$ cat src/rtl/fetch_queue.sv
// -----------------------------------------------------------------------------
// fetch_queue
//   Instruction-byte prefetch queue. It issues one byte fetch per cycle to an
//   instruction memory with one cycle of read latency. Returned bytes are
//   buffered, together with the address they came from, in a small circular
//   FIFO. A new fetch is only issued when the queued entries plus the
//   outstanding fetch leave room for it, so the FIFO can never overflow.
//
// Parameters
//   DEPTH          number of buffered entries (power of two, 2..16)
//   RESET_PC       fetch address loaded while rst is high
//
// Ports
//   clk            clock, all state updates on the rising edge
//   rst            synchronous active-high reset, highest priority
//   addr_i         instruction memory address (the fetch_pc register)
//   din_i          instruction memory data, valid one cycle after addr_i
//   hold           suppresses new fetches while high
//   redirect       flush the queue and restart fetching at redirect_addr
//   redirect_addr  new fetch address, sampled when redirect is high
//   instr          head-entry byte
//   instr_pc       address the head byte was fetched from
//   instr_valid    head entry present (forced low during a redirect)
//   instr_ready    consumer accepts the head byte when instr_valid is high
//   level          number of queued entries
// -----------------------------------------------------------------------------
module fetch_queue #(
    parameter int          DEPTH    = 4,
    parameter logic [15:0] RESET_PC = 16'h0000
) (
    input  logic                     clk,
    input  logic                     rst,
    output logic [15:0]              addr_i,
    input  logic [7:0]               din_i,
    input  logic                     hold,
    input  logic                     redirect,
    input  logic [15:0]              redirect_addr,
    output logic [7:0]               instr,
    output logic [15:0]              instr_pc,
    output logic                     instr_valid,
    input  logic                     instr_ready,
    output logic [$clog2(DEPTH):0]   level
);

    localparam int PTR_W = $clog2(DEPTH);
    localparam int CNT_W = $clog2(DEPTH) + 1;

    localparam logic [PTR_W-1:0] PTR_ZERO = PTR_W'(0);
    localparam logic [PTR_W-1:0] PTR_ONE  = PTR_W'(1);
    localparam logic [CNT_W-1:0] CNT_ZERO = CNT_W'(0);
    localparam logic [CNT_W-1:0] CNT_ONE  = CNT_W'(1);
    localparam logic [CNT_W-1:0] DEPTH_C  = CNT_W'(DEPTH);

    // Architectural state
    logic [15:0]      fetch_pc_r;
    logic             inflight_r;
    logic [15:0]      inflight_pc_r;
    logic [PTR_W-1:0] head_r;
    logic [PTR_W-1:0] tail_r;
    logic [CNT_W-1:0] level_r;

    // Entry storage (data byte and its fetch address)
    logic [7:0]       data_mem_r [DEPTH];
    logic [15:0]      pc_mem_r   [DEPTH];

    // Control decisions for this cycle
    logic [CNT_W-1:0] occupancy_s;
    logic             issue_s;
    logic             push_s;
    logic             pop_s;
    logic             valid_s;

    // The outstanding fetch already owns a slot, so count it as occupied.
    // A pop in the same cycle deliberately gives no credit.
    assign occupancy_s = level_r + CNT_W'(inflight_r);
    assign issue_s     = (occupancy_s < DEPTH_C) & ~hold & ~redirect & ~rst;

    // A response landing in a redirect cycle belongs to the old stream.
    assign push_s      = inflight_r & ~redirect & ~rst;
    assign valid_s     = (level_r != CNT_ZERO) & ~redirect;
    assign pop_s       = valid_s & instr_ready & ~rst;

    assign addr_i      = fetch_pc_r;
    assign instr_valid = valid_s;
    assign instr       = data_mem_r[head_r];
    assign instr_pc    = pc_mem_r[head_r];
    assign level       = level_r;

    // Fetch address, outstanding-fetch tracking, pointers and level.
    always_ff @(posedge clk) begin
        if (rst) begin
            fetch_pc_r    <= RESET_PC;
            inflight_r    <= 1'b0;
            inflight_pc_r <= 16'h0000;
            head_r        <= PTR_ZERO;
            tail_r        <= PTR_ZERO;
            level_r       <= CNT_ZERO;
        end else if (redirect) begin
            // Flush: empty the FIFO by collapsing head onto tail.
            fetch_pc_r    <= redirect_addr;
            inflight_r    <= 1'b0;
            inflight_pc_r <= inflight_pc_r;
            head_r        <= tail_r;
            tail_r        <= tail_r;
            level_r       <= CNT_ZERO;
        end else begin
            inflight_r <= issue_s;
            if (issue_s) begin
                inflight_pc_r <= fetch_pc_r;
                fetch_pc_r    <= fetch_pc_r + 16'h0001;
            end else begin
                inflight_pc_r <= inflight_pc_r;
                fetch_pc_r    <= fetch_pc_r;
            end

            if (push_s) begin
                tail_r <= tail_r + PTR_ONE;
            end else begin
                tail_r <= tail_r;
            end

            if (pop_s) begin
                head_r <= head_r + PTR_ONE;
            end else begin
                head_r <= head_r;
            end

            case ({push_s, pop_s})
                2'b10:   level_r <= level_r + CNT_ONE;
                2'b01:   level_r <= level_r - CNT_ONE;
                default: level_r <= level_r;
            endcase
        end
    end

    // Entry storage write port; contents need no reset because level gates them.
    always_ff @(posedge clk) begin
        if (push_s) begin
            data_mem_r[tail_r] <= din_i;
            pc_mem_r[tail_r]   <= inflight_pc_r;
        end else begin
            data_mem_r[tail_r] <= data_mem_r[tail_r];
            pc_mem_r[tail_r]   <= pc_mem_r[tail_r];
        end
    end

    fetch_queue_chk #(
        .DEPTH (DEPTH)
    ) u_chk (
        .clk   (clk),
        .rst   (rst),
        .push  (push_s),
        .pop   (pop_s),
        .level (level_r)
    );

endmodule

// -----------------------------------------------------------------------------
// fetch_queue_chk
//   Property checker for fetch_queue: the issue rule must make a push into a
//   full FIFO (and a pop from an empty one) impossible.
//
// Ports
//   clk, rst       clock and synchronous reset of the checked block
//   push, pop      FIFO write / read strobes
//   level          FIFO occupancy
// -----------------------------------------------------------------------------
module fetch_queue_chk #(
    parameter int DEPTH = 4
) (
    input logic                     clk,
    input logic                     rst,
    input logic                     push,
    input logic                     pop,
    input logic [$clog2(DEPTH):0]   level
);

    localparam int CNT_W = $clog2(DEPTH) + 1;
    localparam logic [CNT_W-1:0] DEPTH_C  = CNT_W'(DEPTH);
    localparam logic [CNT_W-1:0] CNT_ZERO = CNT_W'(0);

    // No write may land on a full FIFO unless a read frees a slot the same cycle.
    a_no_overflow: assert property (@(posedge clk) disable iff (rst)
        !(push && !pop && (level == DEPTH_C)));

    // No read may happen on an empty FIFO.
    a_no_underflow: assert property (@(posedge clk) disable iff (rst)
        !(pop && (level == CNT_ZERO)));

    // Occupancy never exceeds the storage size.
    a_level_bound: assert property (@(posedge clk) disable iff (rst)
        (level <= DEPTH_C));

endmodule
$ cat config.mk
export PLATFORM = sky130hd
export DESIGN_NAME = fetch_queue
export DESIGN_NICKNAME = d
export VERILOG_FILES = /design/src/rtl/fetch_queue.sv
export SDC_FILE = /design/constraint.sdc
export NUM_CORES = 1
export LEC_CHECK = 0
export CORE_MARGIN = 5
export CORE_UTILIZATION = 49
export CTS_CLUSTER_SIZE = 40
export DETAILED_ROUTE_END_ITERATION = 12
export PLACE_DENSITY = 0.68
export SYNTH_ARGS = -nofsm -noshare
export SYNTH_HDL_FRONTEND = slang
export SYNTH_SLANG_ARGS = --single-unit
$ cat constraint.sdc
create_clock -name clk -period 3.05 [get_ports clk]
set_input_delay 0.4575 -clock clk [delete_from_list [all_inputs] [get_ports clk]]
set_output_delay 0.4575 -clock clk [all_outputs]
set_load 0.01 [all_outputs]
==> impl_metrics.json <==
{
  "stdcell_area_mm2": 0.00693,
  "status": "finished, final reports clean",
  "grtUsageMet3_pct": 6.11,
  "dpl_worst_slack_ns": 0.381,
  "via_per_inst": 5.59,
  "critPathKind": "reg2out",
  "ys_seq_area_share_pct": 68.2,
  "grtUsageTotal_pct": 17.5,
  "design.portCount": 73,
  "synth-seq-cells": 138,
  "synth_nets": 402,
  "ir_drop_mv": 0.299,
  "drc": 0,
  "worst-endpoint-required_ns": 2.59,
  "synth_most_common_cell": "edfxtp_1",
  "timing_max_transition_violations_final": 0,
  "diodes": 0,
  "synth_edf_count": 96,
  "max_freq_ghz": 0.386,
  "hold_path_startpoint": "inflight_pc_r[2]$_SDFFE_PP0P_",
  "core-area_mm2": 0.0109,
  "routed_wl_um": 10700,
  "worst_slew_pin_slew_ns": 0.649,
  "rr_endpoint": "addr_i[14]$_SDFFE_PP0P_",
  "grt_setup_unrepaired": "no",
  "dieArea_mm2": 0.0133,
  "fin_crit_ns": 2.59,
  "grt_pass1_vias": 3491,
  "cts.hold.buffers_added": 0,
  "r2r-start": "inflight_r$_SDFF_PP0_",
  "top_usage_layer": "met2",
  "avgSynthCellArea_um2": 14.9,
  "clock_sinks": 138,
  "grt_overflow": 0,
  "clockBufferDepth": 2,
  "dp_hpwl_um": 6810,
  "syn_inst": 366,
  "critPathMaxStageDelay_ns": 0.55,
  "setup-tns-final_ns": 0,
  "syn_area_mm2": 0.00546,
  "startpoint_type": "flip-flop",
  "vias": 3355,
  "drt-wirelength-per-cell_um": 17.9,
  "num_rows": 38,
  "synthDistinctLibCells": 43,
  "synthTopCellsByCount": "edfxtp_1, nand2_1, dfxtp_1",
  "timing.reg2reg.setup_slack_ns": 0.88,
  "setup_violations": 0,
  "yosysTopAreaCellShare_pct": 52.8,
  "htree_levels": 4,
  "finish.net_count": 483,
  "power.total_w": 0.00416,
  "drive_above_1_share_pct": 15.0,
  "place_area_mm2": 0.00637,
  "portBuffers": 72,
  "hold_violations": 0,
  "relSlewSlack_pct": 56.7,
  "synthTopCellsByArea": "edfxtp_1, dfxtp_1, mux4_2",
  "power_density_mw_per_mm2": 599,
  "cts_setup_buffers": 0,
  "p_leak_nw": 2.27,
  "holdPathStages": 2,
  "yosysTopAreaCell": "edfxtp_1",
  "start_util_pct": 50.1,
  "fin_util_pct": 63.7,
  "place.gp.congestion": 0.806,
  "die_x_um": 116,
  "async_flop_share_pct": 0,
  "cp_slowest_cell": "mux4_2",
  "path_clk_slew_ns": 0.06,
  "clockRootBuffer": "clkbuf_8",
  "drv_cap": 0,
  "fp.dieH_um": 116,
  "first_iter_violations": 195,
  "min_to": "inflight_pc_r[2]$_SDFFE_PP0P_",
  "insertion_delay_ns": 0.51,
  "ys.flop_type": "edfxtp_1",
  "use_met1_pct": 23.2,
  "r2r_cells": 5,
  "cp_cell_sequence": "buf_12 > mux4_2 > clkdlybuf4s50_1",
  "antenna_found_initial": 0,
  "cts_tree": "done",
  "finClkSkew_ns": 0.00991,
  "min_path_type": "reg2reg",
  "synthToLayoutAreaGrowth_pct": 27.1,
  "grt_pass1_wl_um": 17800,
  "grt_util_met2_pct": 27.9,
  "grt_max_degree": 42,
  "post_cts_resized": 0,
  "worst_slack_ns": 0.458,
  "period_share_pct": 85.0,
  "yosys_warnings": 0,
  "worst-path-max-fanout": 24,
  "end_kind": "output pin",
  "drtAntennaViolNets": 0,
  "cts_buffers": 17,
  "firstDrtPassIters": 5,
  "worstPathArrival_ns": 2.13
}
==> critical path, delay by kind of cell, from the launching register on <==
| kind | cells | cell delay [ns] |
|---|---|---|
| buffers and inverters | 2 | 0.71 |
| muxes | 1 | 0.55 |
| DFF | 1 | 0.34 |
==> power breakdown <==
| group | leakage (nW) | internal (W) | switching, W |
|---|---|---|---|
| sequential | 1.23 | 0.00201 | 0.0000360 |
| clock | 0.262 | 0.00116 | 0.000740 |
| combinational | 0.776 | 0.000114 | 0.0000890 |
| total | 2.27 | 0.00329 | 0.000865 |
==> flip-flops by register name, indices dropped and copies added (netlist names), named ones only <==
signal         cells
addr_i            16
data_mem_r        32
head_r             2
inflight_pc_r     16
inflight_r         1
level              3
pc_mem_r          64
tail_r             2
==> cell usage in the layout, fill, tap and decap left out, types with 3 or more instances in the layout <==
master	Yosys	routed
dfxtp_1	42	41
a211oi_1	6	6
nor2b_1	3	3
nor3_1	5	5
a311oi_1	4	4
clkbuf_16	0	16
ha_1	6	6
xnor2_1	5	5
nor2_1	14	14
a21oi_1	24	24
and3_1	4	4
mux4_2	24	24
nand2_1	43	43
a32oi_1	6	6
o31ai_1	4	4
o41ai_1	3	3
nand3_1	8	8
clkinvlp_4	0	4
edfxtp_1	96	96
or4_1	3	3
inv_6	0	3
a31oi_1	5	5
clkdlybuf4s50_1	0	72
buf_4	0	9
and4_1	3	3
inv_1	9	9
nand4_1	6	6
==> stage by stage <==
stage	instances	hold WS, ns
floorplan	366	0.459
global placement	568	0.475
detailed placement	568	0.488
CTS	600	0.499
global route	600	0.525
finish	600	0.494
==> per-layer routing <==
| layer | wire [µm] | share of wire, % |
|---|---|---|
| met1 | 4660 | 43 |
| met5 | 0 | 0 |
| met3 | 826 | 7.7 |
| met2 | 5160 | 48 |
| met4 | 72 | 0.67 |
==> cells by family (layout without fill, tap and decap cells) <==
kind of cell / after synthesis / after routing / synth area share (%)
flip-flops: 138 / 138 / 68.2
AND/OR/NAND/NOR: 100 / 100 / 9.15
AO/OA/AOI/OAI: 60 / 60 / 7.52
buffers and inverters: 30 / 124 / 2.34
multiplexers: 24 / 24 / 9.90
adder cells (fa/ha/maj): 7 / 7 / 1.74
XOR/XNOR: 7 / 7 / 1.12
==> how the worst max path moves through the flow <==
stage	to	slack [ns]	cells past startpoint
finish	instr_pc[12]	0.46	3
global route	instr_pc[13]	0.35	3
CTS	instr_pc[4]	0.41	3
detailed placement	level[2]$_SDFFE_PP0P_	0.38	10
global placement	level[2]$_SDFFE_PP0P_	0.46	10
floorplan	level[2]$_SDFFE_PP0P_	0.87	10
==> final cells by class <==
cell class,instances,area (µm²)
Fill cell,820,3950
Sequential cell,138,3720
Multi-Input combinational cell,198,1610
Timing Repair Buffer,83,828
Clock buffer,18,418
Tap cell,140,175
Clock inverter,14,148
Inverter,9,33.8
Note: power is estimated with default switching activity, not from simulation.
